===== src/rtl/slice_mon_pkg.sv =====
// Shared event type and width helpers for the slice change monitor and its FIFO.
package slice_mon_pkg;

  function automatic int chan_idx_w(input int channels);
    return (channels > 1) ? $clog2(channels) : 1;
  endfunction

  function automatic int ptr_w(input int depth);
    return (depth > 1) ? $clog2(depth) : 1;
  endfunction

  localparam int DEF_WIDTH    = 4;
  localparam int DEF_CHANNELS = 2;
  localparam int DEF_TS_W     = 16;
  localparam int DEF_CHAN_W   = chan_idx_w(DEF_CHANNELS);

  // Event record at default widths; parametrised instances build a matching local type.
  typedef struct packed {
    logic [DEF_CHAN_W-1:0] chan;
    logic [DEF_WIDTH-1:0]  value;
    logic [DEF_TS_W-1:0]   ts;
  } event_t;

endpackage


===== src/rtl/event_fifo.sv =====
// Synchronous event FIFO: push/full on the write side, valid/ready on the read side.
// A push is accepted while full when a pop happens in the same cycle.
module event_fifo
  import slice_mon_pkg::*;
#(
  parameter type entry_t = event_t,
  parameter int  DEPTH   = 8
) (
  input  logic   clk,
  input  logic   rst_n,
  input  logic   push,
  input  entry_t push_data,
  output logic   full,
  output logic   rd_valid,
  input  logic   rd_ready,
  output entry_t rd_data
);

  localparam int PW = ptr_w(DEPTH);

  entry_t       mem [DEPTH];
  logic [PW:0]  wr_ptr;
  logic [PW:0]  rd_ptr;
  logic         empty;
  logic         pop;
  logic         do_push;

  // Extra pointer MSB distinguishes full from empty when the indices match.
  assign empty    = (wr_ptr == rd_ptr);
  assign full     = (wr_ptr[PW] != rd_ptr[PW]) && (wr_ptr[PW-1:0] == rd_ptr[PW-1:0]);
  assign rd_valid = !empty;
  assign pop      = rd_valid && rd_ready;
  assign do_push  = push && (!full || pop);
  assign rd_data  = empty ? '0 : mem[rd_ptr[PW-1:0]];

  always_ff @(posedge clk or negedge rst_n) begin
    if (!rst_n) begin
      wr_ptr <= '0;
      rd_ptr <= '0;
    end else begin
      if (do_push) wr_ptr <= wr_ptr + (PW+1)'(1);
      if (pop)     rd_ptr <= rd_ptr + (PW+1)'(1);
    end
  end

  always_ff @(posedge clk) begin
    if (do_push) mem[wr_ptr[PW-1:0]] <= push_data;
  end

endmodule


===== src/rtl/slice_change_monitor.sv =====
// Multi-channel masked change monitor: detects bit-slice changes per channel and
// streams timestamped events through a valid/ready FIFO.
module slice_change_monitor
  import slice_mon_pkg::*;
#(
  parameter  int WIDTH    = 4,
  parameter  int CHANNELS = 2,
  parameter  int DEPTH    = 8,
  parameter  int TS_W     = 16,
  localparam int CHAN_W   = chan_idx_w(CHANNELS)
) (
  input  logic                      clk,
  input  logic                      rst_n,
  input  logic [CHANNELS*WIDTH-1:0] in_data,
  input  logic                      cfg_en,
  input  logic [WIDTH-1:0]          cfg_mask,
  output logic                      ev_valid,
  input  logic                      ev_ready,
  output logic [CHAN_W-1:0]         ev_chan,
  output logic [WIDTH-1:0]          ev_value,
  output logic [TS_W-1:0]           ev_time,
  output logic                      overflow,
  input  logic                      ovf_clr
);

  typedef struct packed {
    logic [CHAN_W-1:0] chan;
    logic [WIDTH-1:0]  value;
    logic [TS_W-1:0]   ts;
  } mon_event_t;

  logic [TS_W-1:0]     ts_count;
  logic [WIDTH-1:0]    prev_q [CHANNELS];
  logic                baseline_armed;
  logic [CHANNELS-1:0] change;
  logic [CHANNELS-1:0] pend_valid;
  logic [WIDTH-1:0]    pend_value [CHANNELS];
  logic [TS_W-1:0]     pend_time [CHANNELS];
  logic [CHANNELS-1:0] grant;
  logic                grant_any;
  logic [CHANNELS-1:0] coalesce;
  logic                fifo_full;
  logic                can_push;
  mon_event_t          push_data;
  mon_event_t          head;

  always_ff @(posedge clk or negedge rst_n) begin
    if (!rst_n) begin
      ts_count       <= '0;
      baseline_armed <= 1'b1;
      for (int c = 0; c < CHANNELS; c++) prev_q[c] <= '0;
    end else begin
      ts_count       <= ts_count + TS_W'(1);
      baseline_armed <= !cfg_en;
      if (cfg_en) begin
        for (int c = 0; c < CHANNELS; c++) prev_q[c] <= in_data[c*WIDTH +: WIDTH];
      end
    end
  end

  // The mask is applied combinationally so a mask update acts in the same cycle.
  always_comb begin
    change = '0;
    for (int c = 0; c < CHANNELS; c++) begin
      change[c] = cfg_en && !baseline_armed &&
                  (((in_data[c*WIDTH +: WIDTH] ^ prev_q[c]) & cfg_mask) != '0);
    end
  end

  assign can_push = !fifo_full || (ev_valid && ev_ready);

  // Fixed priority: the lowest-index pending channel wins.
  always_comb begin
    grant     = '0;
    grant_any = 1'b0;
    push_data = '0;
    for (int c = 0; c < CHANNELS; c++) begin
      if (can_push && pend_valid[c] && !grant_any) begin
        grant[c]        = 1'b1;
        grant_any       = 1'b1;
        push_data.chan  = CHAN_W'(c);
        push_data.value = pend_value[c];
        push_data.ts    = pend_time[c];
      end
    end
  end

  always_comb begin
    coalesce = '0;
    for (int c = 0; c < CHANNELS; c++) begin
      coalesce[c] = change[c] && pend_valid[c] && !grant[c];
    end
  end

  // A slot being pushed frees up this cycle, so a simultaneous change reloads it cleanly.
  always_ff @(posedge clk or negedge rst_n) begin
    if (!rst_n) begin
      pend_valid <= '0;
      for (int c = 0; c < CHANNELS; c++) begin
        pend_value[c] <= '0;
        pend_time[c]  <= '0;
      end
    end else begin
      for (int c = 0; c < CHANNELS; c++) begin
        if (change[c] && (grant[c] || !pend_valid[c])) begin
          pend_valid[c] <= 1'b1;
          pend_value[c] <= in_data[c*WIDTH +: WIDTH];
          pend_time[c]  <= ts_count;
        end else if (change[c]) begin
          pend_value[c] <= in_data[c*WIDTH +: WIDTH];
        end else if (grant[c]) begin
          pend_valid[c] <= 1'b0;
        end
      end
    end
  end

  always_ff @(posedge clk or negedge rst_n) begin
    if (!rst_n) begin
      overflow <= 1'b0;
    end else if (|coalesce) begin
      overflow <= 1'b1;
    end else if (ovf_clr) begin
      overflow <= 1'b0;
    end
  end

  event_fifo #(
    .entry_t (mon_event_t),
    .DEPTH   (DEPTH)
  ) u_fifo (
    .clk       (clk),
    .rst_n     (rst_n),
    .push      (grant_any),
    .push_data (push_data),
    .full      (fifo_full),
    .rd_valid  (ev_valid),
    .rd_ready  (ev_ready),
    .rd_data   (head)
  );

  assign ev_chan  = head.chan;
  assign ev_value = head.value;
  assign ev_time  = head.ts;

endmodule


===== config.mk =====
export PLATFORM = sky130hd
export DESIGN_NAME = slice_change_monitor
export DESIGN_NICKNAME = d
export VERILOG_FILES = /design/src/rtl/slice_mon_pkg.sv /design/src/rtl/event_fifo.sv /design/src/rtl/slice_change_monitor.sv
export SDC_FILE = /design/constraint.sdc
export NUM_CORES = 1
export LEC_CHECK = 0
export CAP_MARGIN = 20
export CORE_ASPECT_RATIO = 2
export CORE_MARGIN = 4
export CORE_UTILIZATION = 45
export CTS_CLUSTER_SIZE = 16
export DETAILED_ROUTE_END_ITERATION = 7
export PLACE_DENSITY = 0.71
export SYNTH_ARGS = -nofsm -noshare
export SYNTH_HDL_FRONTEND = slang
export SYNTH_HIERARCHICAL = 1
export SYNTH_SLANG_ARGS = --single-unit

===== constraint.sdc =====
create_clock -name clk -period 4.75 [get_ports clk]
set_clock_uncertainty 0.2 [all_clocks]
set_input_delay 0.95 -clock clk [delete_from_list [all_inputs] [get_ports clk]]
set_output_delay 0.95 -clock clk [all_outputs]
set_load 0.01 [all_outputs]

Yosys cells after proc, flatten, opt, wreduce, memory -nomap -nowiden:

Memories as Yosys holds them, arrays and structs flattened.
Index checks and enable logic that the tools add are counted.

* add/sub/neg operators: 3
* bitwise logic cells: 4
* equality and inequality tests: 5
* muxes and demuxes: 20
* reductions and logical operators: 36

Operators with widths (number)
* $mux 21: 2
* $mux 20: 1
* $add 16x1->16 const B: 1
* $mux 4: 4
* $logic_and 1x1->1: 15
* $mux 1: 13
* $reduce_bool 2->1: 5
* $add 4x1->4 const B: 2
* $and 4x4->4: 2
* $logic_not 1->1: 8
* $reduce_bool 4->1: 2
* $xor 4x4->4: 2
* $eq 4x4->1: 1
* $ne 2x1->1 const B: 2
* $reduce_and 2->1: 2
* $eq 3x3->1: 1
* $logic_or 1x1->1: 3
* $reduce_or 2->1: 1
* $ne 1x1->1: 1

* input bits: 17
* bits in writable memories: 168
* output and inout port bits: 23
* register bits: 76
* memories kept: 1
* word-level logic and storage cells: 82

Memory list
* u_fifo.mem: words 8, width 21, rd ports 1, clocked after Yosys merged registers in 0, wr ports 1, line event_fifo.sv:21 `entry_t mem [DEPTH];`

Longest topological paths before layout:

Gate-level depths: netlist (run 1).

* depth after elaboration: 13
* mapped depth: 11
* depth with buffers taken out: 10

Hierarchy:

The synthesis (run 1) kept the hierarchy.

By module, submodules not included
* event_fifo: cells an instance 331, times used 1, area each 6951.7 um2, seq. area each 5245.0 um2
* slice_change_monitor: cells an instance 214, times used 1, area each 3016.6 um2, seq. area each 1702.9 um2

Least setup slack after synthesis (run 1):

OpenSTA, ideal clock, no wires.

* path kind: reg2reg
* start: register u_fifo.rd_ptr[0]
* end: memory u_fifo/mem[2][0] (netlist name), enable pin
* clock period less this slack: 4.346 ns
* buffers on the path: 1
* slack: 0.404 ns
* arrival: 3.686 ns
* stages on the path, launching flop included: 9
* path through: dfrtp_1 -> buf_4 -> xor2_1 -> nor3_2 -> inv_2 -> a21boi_4 -> nor2_1 -> nand2b_1 -> nor4b_1

* word-level cells in the longest chain between the ends: 12
* elaborated cells between the ends (all ways): 16
* classes of those cells: 2 x eq/ne; 4 x mux; 10 x reduce/logical

Ends and longest elaborated chain
* start: declaration: line event_fifo.sv:23 `logic [PW:0] rd_ptr;`
* start signal: assignment: line event_fifo.sv:42 `if (pop) rd_ptr <= rd_ptr + (PW+1)'(1);`
* $eq 4x4->1 (*): line event_fifo.sv:29 `assign empty = (wr_ptr == rd_ptr);`
* $logic_not 1->1 (*): line event_fifo.sv:31 `assign rd_valid = !empty;`
* via ev_valid: line slice_change_monitor.sv:17 `output logic ev_valid,`
* $logic_and 1x1->1 (*): line slice_change_monitor.sv:70 `assign can_push = !fifo_full || (ev_valid && ev_ready);`
* $logic_or 1x1->1 (*): line slice_change_monitor.sv:70
* $logic_and 1x1->1: line slice_change_monitor.sv:78 `if (can_push && pend_valid[c] && !grant_any) begin`
* $mux 1: line slice_change_monitor.sv:78
* $logic_not 1->1: line slice_change_monitor.sv:78
* $logic_and 1x1->1: line slice_change_monitor.sv:78
* $mux 1 (*): line slice_change_monitor.sv:78
* via grant_any: line slice_change_monitor.sv:40 `logic grant_any;`
* $logic_and 1x1->1 (*): line event_fifo.sv:33 `assign do_push = push && (!full || pop);`
* $mux 1 (*): line event_fifo.sv:47 `if (do_push) mem[wr_ptr[PW-1:0]] <= push_data;`
* $mux 1 (implied by the code) (*): line event_fifo.sv:47
* end: declaration: line event_fifo.sv:21

Mark *: on every way through the listed nets, which the timed path passes. The rest lies on a longest branch.

Worst setup path after layout (run 1):

* start: register u_fifo.rd_ptr[0]
* end: output ev_time[5]

* word-level cells in the longest chain between the ends: 2
* elaborated cells between the ends (all ways): 3
* classes of those cells: 1 x eq/ne; 1 x mux; 1 x memory

Ends and longest elaborated chain
* $mem_v2 8x21 or $eq 4x4->1 (tied branches)
* $mux 21 (*): line event_fifo.sv:34 `assign rd_data = empty ? '0 : mem[rd_ptr[PW-1:0]];`
* end: declaration: line slice_change_monitor.sv:21 `output logic [TS_W-1:0] ev_time,`

Mark *: on every way between the ends. The rest lies on a longest branch, timed or not.

==> summary.txt, run 1 <==
Floorplan
  • Number of primary I/O pins: 40
  • Die ar.: 24740 sq um
  • Initial Utilization: 45.98%
  • Die Wd: 113.2 um
  • Rows: 76
  • Die Y-Extent: 218.5 um
  • Std-Cell Core Area: 21680 sq um

CTS
  • Clk slew on worst S/H paths: 0.07 ns
  • Bufs on Longest Clock Path: 3
  • Post-CTS Setup Inserts: 0
  • Worst skew pair latency: 0.48 ns
  • Clock root buffer: clkbuf_16
  • CTS tree: done
  • CTS-repair resized insts: 0
  • H-tree depth: 1
  • # hold bufs at CTS: 0
  • Sink Count: 244
  • Num CTS Buffers: 20

Routing
  • Via-to-Cell Ratio: 5.628
  • Detailed Route Iter0 Violations: 260
  • DRT antenna net count: 0
  • Routed vias: 4964
  • Pre-Repair DR Iteration Count: 5
  • Drt wl/cell: 21.95 um
  • Final WL: 19360 um
  • Drt drc: 0

Logic synthesis
  • Area share of the largest cell type after synthesis: 50.61%
  • FF+latch count, synth: 244
  • Compound-Gate Fraction of Synth Area: 3.276%
  • Adder-cell share of the synthesized area: 0.3766%
  • Yosys warns: 6
  • Post-synth EDFFs: 168
  • Unique cell type count in the Yosys netlist: 47
  • Mapped Nets: 565
  • Sequential share of the synthesized area: 69.70%
  • Post-Syn Instances: 545
  • Syn_area_per_cell: 18.29 sq um
  • Post-Synth Simple-Gate Area: 4.355%
  • Ys async rst share: 31.15%
  • Largest family of logic cells by synthesized area: multiplexers
  • Syn Std Cell Area: 9968 sq um
  • Synth top area cells: edfxtp_1 51%, dfrtp_1 19%, mux4_2 9.5%, mux2_2 4.3%, mux2i_1 2.1%
  • Primary FF master, synth: edfxtp_1
  • Post-synthesis mux area share: 17.51%
  • Post-synth top area cell: edfxtp_1
  • XOR/XNOR Fraction of Synth Area: 2.962%

Placed design
  • DP Wirelength: 12120 um
  • Port buffer count: 39
  • Dpl ws: 1.123 ns
  • Gpl congestion: 0.7706
  • Total placed cells including tap cells: 846

Pwr
  • Int Pwr: 0.004893 W
  • Cell Pwr Density: 615.9 nW/um^2
  • Clk network pwr share: 22.7%
  • Gate power share: 33.9%
  • Leak pwr: 4.144 nW
  • Worst VDD drop: 0.3134 mV
  • Switching power: 0.002111 W
  • Net Sw Frac: 30.14%
  • Sequential share of power: 43.4%

Timing
  • Final Setup Violations: 0
  • RSZ-0062 raised after global routing: false
  • Worst Tran Pin Value: 0.9819 ns
  • Relative slew margins: 34.54%
  • Crit share post-route: 85.69%
  • Worst setup margin: 0.6799 ns
  • Highest clock rate: 245.7 MHz
  • Setup TNS: 0 ns
  • Hold Vio Cnt, Final: 0
  • Slew Viols, Final: 0
  • Min Tclk post-route: 4.070 ns
  • Hold slack: 0.2956 ns

Critical path
  • Arrival @ worst endpoint: 2.92 ns
  • Crit path max-delay family: flip-flops
  • WS Path Type: reg -> out
  • Reg2Reg Setup Slack: 1.29 ns
  • CP endpoint kind: primary output
  • RR Startpoint: u_fifo/rd_ptr[0]
  • Crit path max fanout: 28
  • Buffers and inverters on the worst path: 2
  • CP startpoint kind: flop
  • CP cell instances: buf_12, mux4_2, mux2i_1, nor2_1, clkdlybuf4s50_1
  • Crit path max-delay cell type: dfrtp_2
  • CP peak stage delay: 0.80 ns
  • Critical path required time: 3.60 ns
  • R2r endpoint: u_fifo/mem[2][9]
  • Worst r2r path cells: 9

Layout
  • Area Overhead vs Synth: 14.07%
  • Register area: 6950 sq um
  • Final Non-Filler Cells: 882
  • Share of layout cells above drive strength 1: 26.44%
  • Final core utilization: 52.45%
  • Fill cells: 1728
  • Combined area of the multi-input logic cells: 2882 sq um
  • Nets: 615
  • # diodes: 0

Global routing
  • First-pass GRT wire length: 30690 um
  • Largest net degree at the start of global routing: 77
  • Number of global-route vias before repair: 5459
  • Grt total ovfl: 0
  • Initial antenna violation count: 0
  • All-layer global routing usage: 16.22%

Hold path
  • Hold path cells: 1
  • Hold/Removal Path Class: reg -> reg
  • Hold endpoint: ts_count[15]
  • Hold_sp: ts_count[15]

Flow run
  • Max-cap violation count: 0

Outcome
  • Status: finished clean
metrics by stage:
step	cell area [sq um]	total power, W
3_3_place_gp	10710	0.005394
4_1_cts	11370	0.007109
5_1_grt	11370	0.007364
6_report	11370	0.007004
2_1_floorplan	9968	0.004544
3_5_place_dp	10730	0.005510
routing by layer:
layer	global-route usage (%)	vias to the layer above	share of wire, %
met1	17.71	2597	36
met3	2.217	44	3.4
met2	31.49	104	58
met4	5.535	0	2.8
met5	0	-	0
li1	-	2219	-
cells by family after synthesis:
group                    after synthesis
AO/OA/AOI/OAI                         36
XOR/XNOR                              32
adder cells (fa/ha/maj)                3
buffers and inverters                 33
flip-flops                           244
multiplexers                         112
AND/OR/NAND/NOR                       85
layout by cell type, fill, tap and decap left out, types with 7 or more instances in the layout:
master	netlist	routed
a22o_1	20	20
buf_4	7	14
clkbuf_1	6	7
clkbuf_16	0	21
clkdlybuf4s50_1	0	38
dfrtp_1	75	73
edfxtp_1	168	168
mux2_2	38	38
mux2_4	10	10
mux2i_1	21	21
mux4_2	42	42
nand2_1	13	13
nor2_1	31	30
xnor2_1	11	11
xor2_1	19	19
registers in the layout, summed over array words and instances, names as in the netlist, 2 cells and up:
signal and flops:
pend_time 32, pend_valid 2, pend_value 8, prev_q 8
ts_count 16, u_fifo/mem 168, u_fifo/rd_ptr 4, u_fifo/wr_ptr 4
how the worst max path moves through the flow:
| stage | startpoint | endpoint | slack, ns | cells after the start |
|---|---|---|---|---|
| finish | u_fifo/rd_ptr[0] | ev_time[5] | 0.68 | 5 |
| global route | u_fifo/rd_ptr[0] | ev_time[7] | 0.49 | 5 |
| CTS | u_fifo/rd_ptr[0] | ev_time[7] | 0.61 | 5 |
| detailed placement | ev_ready | u_fifo/mem[2][6] | 1.12 | 6 |
| global placement | ev_ready | u_fifo/mem[4][4] | 0.92 | 5 |
| floorplan | u_fifo/rd_ptr[0] | u_fifo/mem[2][0] | 0.40 | 8 |
layout make-up:
| cell class | count | share of cell area [%] |
|---|---|---|
| Clock buffer | 30 | 5.095 |
| Clock inverter | 6 | 0.5172 |
| Inverter | 7 | 0.2311 |
| Multi-Input combinational cell | 268 | 25.34 |
| Sequential cell | 244 | 61.12 |
| Tap cell | 273 | 3.004 |
| Timing Repair Buffer | 54 | 4.688 |
Yosys cell counts (2+ instances only):
cell type,number
xnor2_2,2
clkbuf_1,6
a22oi_1,4
a21oi_1,2
nor2_1,31
nand4_1,5
o21ai_0,2
buf_2,12
mux4_2,42
nand2_1,13
nor4_1,3
and3_1,3
xor2_1,19
nand3_1,6
nor3_2,2
a22o_1,20
mux2i_1,21
nand2b_1,4
ha_1,3
edfxtp_1,168
dfrtp_1,75
nor4b_1,2
and2_2,2
inv_1,6
or2_2,3
buf_4,7
xnor2_1,11
nor3_1,6
mux2_4,10
mux2_2,38
power groups by stage:
stage               combinational [W]  clock, W  sequential, W
floorplan                     0.00161         0        0.00293
global placement              0.00234         0        0.00305
detailed placement            0.00242         0        0.00309
CTS                           0.00243   0.00163        0.00305
global route                  0.00258   0.00170        0.00309
finish                        0.00238   0.00159        0.00304
(Power assumes the default switching activity.)
==> run 2: changes to the inputs <==
Settings changed: MAX_ROUTING_LAYER set to met4.
==> run 2 against run 1 <==
Net effect: core utilization unchanged; die area stayed put; routed wire length hardly changed; global-route usage is 0.45 points higher; non-clock buffer count stayed put; critical path depth unchanged; combinational power about the same; cell count unchanged; register-to-register slack is essentially flat; total power about the same; maximum frequency hardly changed.
==> summary.txt, run 2 (synthesis results as in run 1) <==
Outcome
  • Status: finished clean

Floorplan
  • Rows: 76 (unchanged)
  • Std-Cell Core Area: 21680 sq um (unchanged)
  • Number of primary I/O pins: 40 (unchanged)
  • Die Wd: 113.2 um (unchanged)
  • Die Y-Extent: 218.5 um (unchanged)
  • Die ar.: 24740 sq um (unchanged)
  • Initial Utilization: 45.98% (unchanged)

CTS
  • Clock root buffer: clkbuf_16
  • Post-CTS Setup Inserts: 0 (unchanged)
  • Clk slew on worst S/H paths: 0.06 ns (about the same)
  • H-tree depth: 1 (unchanged)
  • Bufs on Longest Clock Path: 3 (unchanged)
  • # hold bufs at CTS: 0 (unchanged)
  • CTS tree: done
  • Sink Count: 244 (unchanged)
  • Num CTS Buffers: 20 (unchanged)
  • CTS-repair resized insts: 0 (unchanged)
  • Worst skew pair latency: 0.48 ns (about the same)

Critical path
  • Crit path max-delay cell type: dfrtp_2
  • Crit path max-delay family: buffers and inverters
  • WS Path Type: reg -> out
  • Crit path max fanout: 28 (unchanged)
  • CP cell instances: buf_12, mux4_2, mux2i_1, nor2_1, clkdlybuf4s50_1
  • CP endpoint kind: primary output
  • Buffers and inverters on the worst path: 2 (unchanged)
  • CP startpoint kind: flop
  • Arrival @ worst endpoint: 2.92 ns (about the same)
  • Critical path required time: 3.60 ns (about the same)
  • CP peak stage delay: 0.80 ns (about the same)

Routing
  • DRT antenna net count: 0 (unchanged)
  • Via-to-Cell Ratio: 5.653 (+0.44%)
  • Final WL: 19350 um (about the same)
  • Routed vias: 4986 (+0.44%)
  • Drt drc: 0 (unchanged)
  • Drt wl/cell: 21.94 um (about the same)
  • Pre-Repair DR Iteration Count: 4 (-1)
  • Detailed Route Iter0 Violations: 266 (+2.3%)

Global routing
  • Initial antenna violation count: 0 (unchanged)
  • Met1 GRT Util: 17.68% (-0.038 points)
  • Number of global-route vias before repair: 5461 (+0.037%)
  • Grt total ovfl: 0 (unchanged)
  • First-pass GRT wire length: 30640 um (-0.18%)
  • Largest net degree at the start of global routing: 77 (unchanged)
  • GRT met3 Usage: 1.967% (-0.25 points)
  • All-layer global routing usage: 16.67% (+0.45 points)
  • GR peak layer: met2
  • Met2 global-route usage: 31.63% (+0.14 points)

Timing
  • Slew Viols, Final: 0 (unchanged)
  • Worst Tran Pin Value: 0.9740 ns (-0.007908 ns)
  • Final Setup Violations: 0 (unchanged)
  • Relative slew margins: 35.07% (+0.53 points)
  • Setup TNS: 0 ns (unchanged)
  • RSZ-0062 raised after global routing: false
  • Worst setup margin: 0.6816 ns (+0.001765 ns)
  • Hold slack: 0.2942 ns (-0.001402 ns)
  • Crit share post-route: 85.65% (about the same)
  • Highest clock rate: 245.8 MHz (about the same)
  • Hold Vio Cnt, Final: 0 (unchanged)
  • Min Tclk post-route: 4.068 ns (-0.001765 ns)

Flow run
  • Max-cap violation count: 0 (unchanged)

Layout
  • Nets: 615 (unchanged)
  • # diodes: 0 (unchanged)
  • Commonest non-fill, non-tap cell in the layout: edfxtp_1
  • Share of layout cells above drive strength 1: 26.44% (unchanged)
  • Most frequent cells in the layout: 168 x edfxtp_1, 73 x dfrtp_1, 42 x mux4_2
  • Area Overhead vs Synth: 14.07% (unchanged)
  • Final core utilization: 52.45% (unchanged)
  • Final Non-Filler Cells: 882 (unchanged)
  • Max reg flops: 168 (unchanged)

Pwr
  • Gate power share: 33.9% (about the same)
  • Sequential share of power: 43.4% (about the same)
  • Worst VDD drop: 0.3124 mV (-0.33%)
  • Switching power: 0.002111 W (about the same)
  • Clk network pwr share: 22.7% (about the same)
  • Int Pwr: 0.004893 W (about the same)
  • Cell Pwr Density: 615.9 nW/um^2 (about the same)
  • Net Sw Frac: 30.14% (about the same)
  • Leak pwr: 4.144 nW (unchanged)

Placed design
  • Dpl ws: 1.123 ns (unchanged)
  • DP Wirelength: 12120 um (unchanged)
  • Port buffer count: 39 (unchanged)
  • Gpl congestion: 0.7810 (+1.3%)
  • Total placed cells including tap cells: 846 (unchanged)

Hold path
  • Hold/Removal Path Class: reg -> reg
## run 2: stage by stage
stage	cell area, sq um	power [W]
3_5_place_dp	10730	0.005510
6_report	11370	0.007004
5_1_grt	11370	0.007361
3_3_place_gp	10710	0.005394
2_1_floorplan	9968	0.004544
4_1_cts	11370	0.007109
## run 2: final timing paths
path | startpoint | end | slack (ns) | depth (start not counted)
setup reg to reg | u_fifo/rd_ptr[0] | u_fifo/mem[2][9] | 1.28 | 9
hold / removal | ts_count[15] | ts_count[15] | 0.29 | 1
min in group asynchronous | rst_n | u_fifo/wr_ptr[2] | 0.39 | 1
hold reg to reg | ts_count[15] | ts_count[15] | 0.29 | 1
max in group asynchronous | rst_n | pend_time[20] | 3.28 | 1
setup / recovery | u_fifo/rd_ptr[0] | ev_time[5] | 0.68 | 5
## run 2: cell type report
cell class / instances / area (sq um)
sequential: 244 / 6950
fill: 1728 / 10310
inverter: 7 / 26.28
timing repair buffer: 54 / 533.0
tap: 273 / 341.6
clock inverter: 6 / 58.81
multi-input combinational: 268 / 2882
clock buffer: 30 / 579.3
## run 2: power by group through the flow
stage	sequential, W	clock (W)	combinational, W
floorplan	0.00293	0	0.00161
global placement	0.00305	0	0.00234
detailed placement	0.00309	0	0.00242
CTS	0.00305	0.00163	0.00243
global route	0.00309	0.00170	0.00258
finish	0.00304	0.00159	0.00238
## run 2: worst register-to-register path: cells and delay by family, from the launching register on
kind | cells | cell delay (ns)
AOI/OAI and AO/OA | 1 | 0.07
xor gates and xnor gates | 1 | 0.29
buffers and inverters | 3 | 0.80
DFF | 1 | 0.80
and+or+nand+nor | 4 | 0.95
## run 2: per-layer routing
layer	share of wire (%)	up-vias	routed length, um
met3	3.3	46	648
met4	2.8	0	543
li1	-	2220	-
met2	58	116	11290
met5	0	-	0
met1	36	2604	6869
